==> src/rtl/reg_slice_fwd.sv <==
// Forward register slice for a valid/ready stream: m_vld/m_pld are registered,
// s_rdy is combinational from m_vld/m_rdy, giving full throughput at 1-cycle latency.
module reg_slice_fwd #(
    parameter int PLD_WIDTH = 32
) (
    input  logic                 clk,
    input  logic                 rst_n,
    input  logic                 s_vld,
    output logic                 s_rdy,
    input  logic [PLD_WIDTH-1:0] s_pld,
    output logic                 m_vld,
    input  logic                 m_rdy,
    output logic [PLD_WIDTH-1:0] m_pld
);

    logic push;

    // Accept when empty or when the held word leaves at this same edge.
    assign s_rdy = ~m_vld | m_rdy;
    assign push  = s_vld & s_rdy;

    always_ff @(posedge clk or negedge rst_n) begin
        if (!rst_n) begin
            m_vld <= 1'b0;
        end else if (s_rdy) begin
            m_vld <= s_vld;
        end
    end

    // Payload only moves on an upstream transfer, so idle cycles do not toggle it.
    always_ff @(posedge clk or negedge rst_n) begin
        if (!rst_n) begin
            m_pld <= '0;
        end else if (push) begin
            m_pld <= s_pld;
        end
    end

endmodule

==> config.mk <==
export PLATFORM = sky130hd
export DESIGN_NAME = reg_slice_fwd
export DESIGN_NICKNAME = d
export VERILOG_FILES = /design/src/rtl/reg_slice_fwd.sv
export SDC_FILE = /design/constraint.sdc
export NUM_CORES = 1
export LEC_CHECK = 0
export CAP_MARGIN = 20
export CORE_ASPECT_RATIO = 1.75
export CORE_MARGIN = 2
export CORE_UTILIZATION = 35
export CTS_CLUSTER_SIZE = 12
export DETAILED_ROUTE_END_ITERATION = 8
export GPL_ROUTABILITY_DRIVEN = 0
export HOLD_SLACK_MARGIN = 0.1
export PLACE_DENSITY = 0.81
export SLEW_MARGIN = 20
export SYNTH_ARGS = -nofsm -noshare
export SYNTH_HDL_FRONTEND = slang
export SYNTH_SLANG_ARGS = --single-unit
==> constraint.sdc <==
create_clock -name clk -period 1 [get_ports clk]
set_input_delay 0.2 -clock clk [delete_from_list [all_inputs] [get_ports clk]]
set_output_delay 0.2 -clock clk [all_outputs]
set_load 0.01 [all_outputs]
### After elaboration in Yosys (flattened, before gate mapping)

Cells that the tools add are included.

| storage, ports and cells | value |
|---|---|
| register bits after elaboration | 33 |
| latch bits | 0 |
| RAM bits | 0 |
| ROM bits | 0 |
| input port bits | 36 |
| output and inout bits | 34 |
| word-level logic and storage cells | 5 |
| memories | 0 |

| operators by class | value |
|---|---|
| $add $sub $neg | 0 |
| multipliers | 0 |
| div/mod/pow operators | 0 |
| magnitude comparators | 0 |
| equality and inequality tests | 0 |
| shifts and indexed selects | 0 |
| muxes and demuxes | 0 |
| bitwise gates (word level) | 3 |
| reduce and logical (&&, ||, !) cells | 0 |

Operators by type and width:

| cell | count |
|---|---|
| bitwise AND 1 bit | 1 |
| inverter 1 bit | 1 |
| bitwise OR 1 bit | 1 |

### Logic depth before layout (Yosys ltp)

| logic depth | value |
|---|---|
| depth in word-level cells | 3 |
| depth in mapped cells | 4 |
| depth with buffers taken out | 3 |

### Least setup slack after synthesis

No wires, ideal clock.

| timing path | value |
|---|---|
| path kind | flip-flop to flip-flop |
| start | reg m_vld |
| end | reg m_pld[0] |
| library setup time | 125 ps |
| arrival time | 1071 ps |
| required time | 875 ps |
| slack | -196 ps |
| cell stages (with the launch flop) | 5 |
| path buffers | 1 |
| clock period less this slack | 1196 ps |
| path through | dfrtp_1 > nand2b_4 > nand2_4 > buf_12 > mux2_4 |

| on the way | value |
|---|---|
| longest elaborated chain between the ends | 3 |

RTL lines:

| what | RTL line | RTL |
|---|---|---|
| start, declared | 11 | `output logic m_vld,` |
| start signal, assigned | 26 | `m_vld <= s_vld;` |
| inverter 1 bit | 19 | `assign s_rdy = ~m_vld \| m_rdy;` |
| bitwise OR 1 bit | 19 |  |
| named net s_rdy | 9 | `output logic s_rdy,` |
| bitwise AND 1 bit | 20 | `assign push = s_vld & s_rdy;` |
| end signal, assigned | 35 | `m_pld <= s_pld;` |
| end, declared | 13 | `output logic [PLD_WIDTH-1:0] m_pld` |

The timed path passes the listed nets, and every way through them passes these cells.
A chain may end at the register's enable or synchronous reset.

### Worst setup path in the final report

| timing path | value |
|---|---|
| start | in s_vld |
| end | reg m_pld[22] |

| on the way | value |
|---|---|
| longest elaborated chain between the ends | 1 |

RTL lines:

| what | RTL line | RTL |
|---|---|---|
| start, declared | 8 | `input logic s_vld,` |
| bitwise AND 1 bit | 20 |  |

Every way passes these cells.

==> results.cfg <==
[pwr]
switching_share = 0.237
areal_power_density_over_the_cells_nw_per_um2 = 1740
p_seq_frac = 0.404
power.combinational.fraction = 0.280
cellLeakagePower_nw = 1.17
switching_power_mw = 0.965
power_frac_clock = 0.316
internal-power_mw = 3.10
worst_ir_drop_vdd_v = 0.00125

[cells_and_area]
post_route_cells_drive_above_1_share = 0.600
layout.core_utilization = 0.611
num-nets-final = 210
area.growth.synth_to_final_pct = 68.2
diodes = 0

[route]
drc = 0
routed_via_density = 4.26
via_count = 949
postRouteAntennaNets = 0
wl_per_instance_microns = 14.3
detailedRoute.firstIterationViolations = 6
routed_wl_microns = 3180
dr_pass1_iterations = 2

[critical_path]
setup.reg_to_reg.worst_slack_ns = -0.19
critical_path.slowest_cell = clkdlybuf4s50_1
critPathLaunchType = primary input
path_cells = clkdlybuf4s50_1 > nand2_8 > buf_12 > mux2_4
reg2reg_to = m_pld[22]
timing.critical_path.max_delay_family = buffers and inverters
critical_path.reg2reg.startpoint = m_vld
critPathArrivalTime_ns = 1.36
critical_path_buffer_and_inverter_count = 2
reg2reg_depth = 4
end_kind = flip-flop
criticalPathCategory = primary input to flip-flop
worst_path_largest_cell_delay_ns = 0.59
critical_path_peak_fanout = 13
critical_path_required_ns = 1.16

[yosys]
ys_seq_elements = 33
synth_seq_area_share = 0.594
synth_cell_type_count = 7
synthesis.area_per_instance_sq_um = 19.6
syn-num-nets = 107
postSynthCellCount = 71
synth.yosys.warnings = 0
syn_area_sq_um = 1390

[sta]
final-max-slew-violation-count = 0
clock.fmax_ghz = 0.835
worstMarginPinSlew_ns = 0.225
post-route-period-util = 1.20
finalSetupViolations = 49
hold_slack_ns = 0.284
hold_viol_final = 0
worst_case_headroom_to_the_max_slew_limit = 0.850
fin_crit_ns = 1.20
postLayoutSetupSlackWorst_ns = -0.197
rsz_0062_raised_after_global_routing = yes
finClkSkew_ns = 0.00392

[clock_network]
tritoncts = done
cts.path.max_buffers = 2
h_tree_level_count = 2
clock_sinks = 33
insertion_delay_ns = 0.28
clk_pin_slew_worst_paths_ns = 0.07
numCtsBuffers = 5
cts-hold-fix-buffers = 0
clockRootBuffer = clkbuf_8

[global_routing]
globalRoute.totalOverflow = 0
grt_pass1_wl_microns = 4980
antenna_found_initial = 0
grt_start_max_net_pins = 34
number_of_global_route_vias_before_repair = 1032
globalRouteTotalUtil = 0.156

[floorplanning]
io_pins = 70
chipWidth_microns = 51.7
initial_util = 0.363
std_cell_rows = 30
chipHeight_microns = 87.4
fp.dieArea_sq_um = 4520
core_region_area_sq_um = 3830

[run_status]
violations = negative setup slack
run_status = finished with violations

[worst_hold_path]
hold_path.class = primary input to asynchronous set/reset pin

[placement]
placement.setup.worst_slack_ns = -0.574
buffer_ports.inserted = 69
hpwlAfterDp_microns = 2400

[run]
drv_cap = 0
-- per-stage QoR --
stage / power (mW) / area [sq um] / TNS [ns] / std cells
2_1_floorplan: 2.14 / 1400 / -5.79 / 71
3_3_place_gp: 2.80 / 2230 / -17.81 / 198
3_5_place_dp: 2.84 / 2230 / -18.57 / 198
4_1_cts: 4.09 / 2300 / -6.18 / 219
5_1_grt: 4.26 / 2340 / -8.45 / 223
6_report: 4.07 / 2340 / -6.06 / 223
-- Yosys cell counts --
library cell / n / area, sq um
buf_12: 3 / 60.1
dfrtp_1: 33 / 826
nand2b_4: 1 / 13.8
mux2_2: 2 / 22.5
nand2_4: 1 / 11.3
or2b_1: 1 / 7.51
mux2_4: 30 / 450
-- registers in the layout, summed over array words and instances, names as in the netlist --
name   cells
m_pld     32
m_vld      1
-- routing by layer --
| metal | global-route usage | wire [microns] | vias up |
|---|---|---|---|
| li1 | - | - | 452 |
| met1 | 0.171 | 1170 | 447 |
| met2 | 0.267 | 1740 | 46 |
| met3 | 0.0533 | 228 | 4 |
| met4 | 0.0646 | 41 | 0 |
| met5 | 0 | 0 | - |
-- kinds of logic (layout without fill, tap and decap cells) --
kind of cell	Yosys count	count (layout)	share of synthesized area
flip-flops	33	33	0.594
multiplexers	32	32	0.340
AND/OR/NAND/NOR	3	3	0.0234
buffers and inverters	3	107	0.0432
-- what timing repair did --
action / 4_1_cts / 5_1_grt
pin swaps: 0 / 1
resized for setup: 143 / 1
buffers inserted: 13 / 4
endpoints found under the setup margin: 66 / 66
-- placed cells by master, fill, tap and decap left out, drive strengths merged --
master / instances
buf: 64
clkdlybuf4s50: 34
dfrtp: 33
mux2: 32
clkbuf: 7
nand2b: 1
nand2: 1
or2b: 1
bufinv: 1
dlygate4sd2: 1
-- cell type report --
class	instances	area, sq um
sequential	33	826
clock inverter	1	30.0
multi-input combinational	35	514
clock buffer	7	86.3
fill	324	1490
timing repair buffer	99	823
tap	48	60.1
-- worst register-to-register path: stages, from the launching register on --
cell and delay (ns):
dfrtp_1 0.41, nand2b_4 0.11, nand2_8 0.08, buf_12 0.17
mux2_4 0.30
-- power by group through the flow --
stage	registers [mW]	logic [mW]	clock network (mW)
after detailed placement	1.67	1.17	0
after global routing	1.67	1.21	1.38
final	1.64	1.14	1.28
after global placement	1.66	1.14	0
after floorplan	1.75	0.389	0
after CTS	1.64	1.12	1.32
-- how the worst max path moves through the flow --
stage,from,endpoint,slack [ns],cells after the start
detailed placement,m_rdy,s_rdy,-0.57,3
floorplan,m_vld,m_pld[0],-0.19,4
finish,s_vld,m_pld[22],-0.20,4
CTS,m_vld,m_pld[22],-0.19,4
global route,m_vld,m_pld[22],-0.24,4
global placement,m_rdy,s_rdy,-0.55,3
No activity file was read; power rests on OpenSTA's default activity.
